<file path="src/rtl/btn_debounce.sv">
// Purpose: two-flop synchroniser plus per-button stability filter with press (and optional release) strobes; release strobe under `BTN_RELEASE_PULSE_EN.
// Latency: an input change stable before edge k appears on btn_db at edge k+1+DB_CYCLES, with the strobe in the same cycle.
// Backpressure: none; free-running level filter, strobes are single-cycle and never held.
module btn_debounce #(
    parameter int N_BTN     = 5,
    parameter int DB_CYCLES = 1_000_000
) (
    input  logic             clk,
    input  logic             rst,
    input  logic [N_BTN-1:0] btn_in,
    output logic [N_BTN-1:0] btn_db,
`ifdef BTN_RELEASE_PULSE_EN
    output logic [N_BTN-1:0] btn_release,
`endif
    output logic [N_BTN-1:0] btn_press
);

    localparam int CNT_W = (DB_CYCLES > 1) ? $clog2(DB_CYCLES) : 1;
    localparam logic [CNT_W-1:0] CNT_MAX = CNT_W'(DB_CYCLES - 1);

    if (DB_CYCLES < 2) begin : gBadParam
        $error("btn_debounce: DB_CYCLES must be >= 2");
    end

    logic [N_BTN-1:0] sync1;
    logic [N_BTN-1:0] sync2;

    always_ff @(posedge clk or posedge rst) begin
        if (rst) begin
            sync1 <= '0;
            sync2 <= '0;
        end else begin
            sync1 <= btn_in;
            sync2 <= sync1;
        end
    end

    for (genvar i = 0; i < N_BTN; i++) begin : gChan
        logic [CNT_W-1:0] cnt;
        logic             dbLvl;
        logic             pressPulse;
`ifdef BTN_RELEASE_PULSE_EN
        logic             releasePulse;
`endif

        // Any sample that agrees with the accepted level restarts the count.
        always_ff @(posedge clk or posedge rst) begin
            if (rst) begin
                cnt        <= '0;
                dbLvl      <= 1'b0;
                pressPulse <= 1'b0;
`ifdef BTN_RELEASE_PULSE_EN
                releasePulse <= 1'b0;
`endif
            end else begin
                pressPulse <= 1'b0;
`ifdef BTN_RELEASE_PULSE_EN
                releasePulse <= 1'b0;
`endif
                if (sync2[i] == dbLvl) begin
                    cnt <= '0;
                end else if (cnt == CNT_MAX) begin
                    cnt        <= '0;
                    dbLvl      <= sync2[i];
                    pressPulse <= sync2[i];
`ifdef BTN_RELEASE_PULSE_EN
                    releasePulse <= ~sync2[i];
`endif
                end else begin
                    cnt <= cnt + CNT_W'(1);
                end
            end
        end

        assign btn_db[i]    = dbLvl;
        assign btn_press[i] = pressPulse;
`ifdef BTN_RELEASE_PULSE_EN
        assign btn_release[i] = releasePulse;
`endif
    end

endmodule

</file>
<file path="config.mk">
export PLATFORM = sky130hd
export DESIGN_NAME = btn_debounce
export DESIGN_NICKNAME = d
export VERILOG_FILES = /design/src/rtl/btn_debounce.sv
export SDC_FILE = /design/constraint.sdc
export NUM_CORES = 1
export LEC_CHECK = 0
export ABC_AREA = 0
export CAP_MARGIN = 20
export CORE_MARGIN = 3
export CORE_UTILIZATION = 45
export DETAILED_ROUTE_END_ITERATION = 10
export HOLD_SLACK_MARGIN = 0.12
export SKIP_LAST_GASP = 1
export SLEW_MARGIN = 40
export SYNTH_ARGS = -nofsm -noshare
export SYNTH_HDL_FRONTEND = slang
export SYNTH_SLANG_ARGS = --single-unit
</file>
<file path="constraint.sdc">
create_clock -name clk -period 8.2 [get_ports clk]
set_input_delay 2.46 -clock clk [delete_from_list [all_inputs] [get_ports clk]]
set_output_delay 2.46 -clock clk [all_outputs]
set_load 0.05 [all_outputs]
</file>
==> impl_results.rst <==
.. list-table::
   :header-rows: 1

   * - Metric
     - Value
   * - Share of synthesized area spent on multiplexers
     - 1.50%
   * - Count of distinct cell types in the synthesized netlist
     - 42
   * - Floorplan row count
     - 40
   * - Final weighted congestion in routability-driven placement
     - 0.765
   * - Final Routed Wirelength
     - 10.3 mm
   * - Critical Path Stages
     - 1
   * - Net Count, Synth
     - 593
   * - Crit-path max cell delay
     - 820 ps
   * - Routed WL per cell
     - 13.3 um
   * - M1 WL
     - 4.99 mm
   * - Share of the clock period used by the worst path
     - 49.8%
   * - Hold path startpoint
     - sync1[3]$_DFF_PP0_
   * - Rel. slew slack
     - 48.1%
   * - Number of clock buffers inserted by TritonCTS
     - 17
   * - Setup Crit Path Kind
     - reg -> out
   * - Final HPWL DP
     - 6.75 mm
   * - WL met2
     - 4.82 mm
   * - Path category of the worst min-delay check
     - reg -> reg
   * - Placeable core area
     - 0.0123 mm^2
   * - Total track usage
     - 16.2%
   * - Critical path required time
     - 5740 ps
   * - Period minus WS final
     - 4080 ps
   * - Synthesis-stage register bit count
     - 120
   * - Yosys synthesis warning count
     - 0
   * - Post-route antenna net violation count
     - 0
   * - Most common cell after layout, fill and taps aside
     - dfrtp_1
   * - Port buffer count
     - 16
   * - Cell with the largest stage delay on the worst path
     - clkdlybuf4s50_1
   * - Clock skew
     - 5.52 ps
   * - Power per Cell Area
     - 201 mW/mm^2
   * - Total via count in the routed design
     - 4091
   * - Top Metal Used
     - met4
   * - Maximum number of pins on one net before global-route repair
     - 75
   * - Number of synthesized flops with an enable pin
     - 0
   * - XOR/XNOR share of the synthesized area
     - 10.0%
   * - Total met3 wirelength after detailed routing
     - 272 um
   * - Outcome
     - finished clean
   * - Synthesized netlist cell count
     - 581
   * - Top flip-flop cell by instance count after synthesis
     - dfrtp_1
   * - Area taken by flip-flops and latches
     - 0.00300 mm^2
   * - Max_cap viols
     - 0
   * - Aggregate global routing overflow
     - 0
   * - Chip width
     - 119 um
   * - Type of destination of the critical path
     - output pin
   * - Via count of the first global-routing pass
     - 4110
   * - Transition at the pin with the smallest max-transition slack
     - 779 ps
   * - DRC violation count after routing
     - 0
   * - Number of cells after detailed placement
     - 745
   * - Initial core utilization
     - 47.0%
   * - Layout net count
     - 608
   * - Critical Path Source
     - gChan[3].dbLvl$_DFFE_PP0P_
   * - Standard cell area after detailed placement
     - 0.00604 mm^2
   * - Largest family of logic cells by synthesized area
     - simple AND/OR/NAND/NOR gates
   * - Leakage power figure
     - 2.59 nW
   * - Compound-Gate Fraction of Synth Area
     - 6.39%
   * - Share of post-route cells with drive strength above 1
     - 8.40%
   * - Area share of fa/ha/maj cells after synthesis
     - 1.09%
   * - Antenna violations before repair
     - 0
   * - Data arrival time of the critical path
     - 1620 ps
   * - Fill cell count
     - 1111
   * - Multi-input gate area in the final layout
     - 0.00253 mm^2
   * - Post-CTS setup buffers
     - 0
   * - Async SR Flop Fraction
     - 100%
   * - TritonCTS Sinks
     - 120
   * - Final setup viols
     - 0
   * - Number of violations reported at the end of detailed-routing iteration 0
     - 348
   * - Highest-count cells in the layout ignoring fill and taps
     - 120 x dfrtp_1, 81 x nor2_1, 46 x xnor2_1
   * - Via-to-Cell Ratio
     - 5.28
   * - Clock tree from TritonCTS
     - yes
   * - Count of buffer and inverter cells on the critical path
     - 1
   * - Type of origin of the critical path
     - flip-flop
   * - Area growth, synth to finish
     - 14.3%
   * - Family with the most delay on the worst path
     - buffers and inverters
   * - Total standard cell area after synthesis
     - 0.00576 mm^2
   * - Fin Setup TNS
     - 0 ps
   * - Path depth of the worst reg2reg path
     - 5
   * - Insertion delay of the later-clocked pin in the worst-skew pair
     - 410 ps
   * - Count of hold-fix buffers inserted at cts
     - 0
   * - Maximum vdd ir drop
     - 133 uV
   * - Part of the Yosys area used for sequential elements
     - 52.1%
   * - R2r startpoint
     - gChan[2].cnt[6]$_DFF_PP0_
   * - Mean instance size in the synthesized netlist
     - 9.91 um^2
   * - Setup repair after global routing missed its margin
     - no
   * - Max Freq
     - 245 MHz
   * - Cell chosen for the clock root
     - clkbuf_16
   * - Overall die area
     - 0.0142 mm^2
   * - Simple-gate portion of the synthesized area
     - 24.8%
   * - Final instance count without filler cells
     - 775
   * - Final design area excluding fillers
     - 0.00658 mm^2
   * - Hold Path Cell Cnt
     - 0
   * - First-pass GRT wire length
     - 18.9 mm
   * - Clock-pin slew reported for the worst setup and hold paths after clock tree synthesis
     - 50 ps
   * - Total inserted antenna cells
     - 0
   * - Cell Chain, Critical Path
     - clkdlybuf4s50_1
   * - Number of H-tree branching levels
     - 4
   * - Clock tree buffer depth
     - 2
   * - Number of gates resized after cts
     - 0
   * - Boundary Pins
     - 17
   * - Count of TritonRoute iterations in the first routing pass
     - 4
   * - Chip height
     - 119 um
   * - Hold Violations, Final
     - 0
   * - Critical path fanouts, max
     - 4
   * - Pins Over Slew Limit
     - 0
## per-layer routing
layer | vias up | global-route usage [%]
met5 | - | 0
met4 | 0 | 6.73
met3 | 15 | 4.56
met2 | 33 | 26.0
met1 | 1980 | 20.8
li1 | 2063 | -
## area by class of cell
class,instances,share of cell area [%]
inverter,25,1.46
timing repair buffer,20,2.95
tap,168,3.19
multi-input combinational,412,38.5
sequential,120,45.6
clock inverter,2,0.152
clock buffer,28,8.15
## final timing paths
kind / to / slack (ps)
worst min register to register: sync2[3]$_DFF_PP0_ / 350
min in group asynchronous: gChan[4].cnt[10]$_DFF_PP0_ / 2470
max in group asynchronous: gChan[0].cnt[4]$_DFF_PP0_ / 4650
worst max register to register: gChan[2].cnt[7]$_DFF_PP0_ / 5710
worst min-delay path: sync2[3]$_DFF_PP0_ / 350
worst max-delay path: btn_db[3] / 4120
## synthesized netlist by cell type (3+ instances only)
cell | number | area, um^2
a21oi_1 | 26 | 130
a31o_2 | 3 | 26.3
and3_1 | 8 | 50.1
and3b_1 | 3 | 26.3
and4_1 | 3 | 26.3
buf_2 | 5 | 25.0
buf_4 | 10 | 75.1
clkbuf_1 | 8 | 30.0
dfrtp_1 | 120 | 3000
ha_1 | 5 | 62.6
inv_1 | 25 | 93.8
mux2_2 | 4 | 45.0
mux2i_1 | 3 | 30.0
nand2_1 | 35 | 131
nand2b_1 | 4 | 25.0
nand3_1 | 33 | 165
nand4_1 | 20 | 125
nor2_1 | 81 | 304
nor3_1 | 23 | 115
nor4_1 | 17 | 106
o21ai_0 | 14 | 70.1
o31ai_1 | 12 | 90.1
or3_1 | 13 | 81.3
or4_1 | 18 | 135
xnor2_1 | 46 | 403
xor2_1 | 20 | 175
## cell families after synthesis
family / Yosys count
multiplexers: 8
AO/OA/AOI/OAI: 59
buffers and inverters: 49
AND/OR/NAND/NOR: 274
adder cells (fa/ha/maj): 5
flip-flops: 120
XOR/XNOR: 66
## registers in the layout (all words and copies together), names as in the netlist
name and count:
sync1 5, gChan.cnt 100, sync2 5, gChan.dbLvl 5
gChan.pressPulse 5
## metrics by stage
step                hold WS (ps)  total power, W  utilization [%]  setup WS (ps)
floorplan                    331        0.000645                -           2550
global placement             334        0.000657             49.2           3850
detailed placement           336        0.000658             49.2           4130
CTS                          348         0.00134             53.7           4100
global route                 362         0.00138             53.7           4060
finish                       345         0.00133             53.7           4120
## where the power goes
group	total, W	internal [W]	switching [W]
registers	0.000610	0.000602	0.00000792
clock network	0.000679	0.000438	0.000241
logic	0.0000371	0.0000113	0.0000257
No activity file was read; power rests on OpenSTA's default activity.
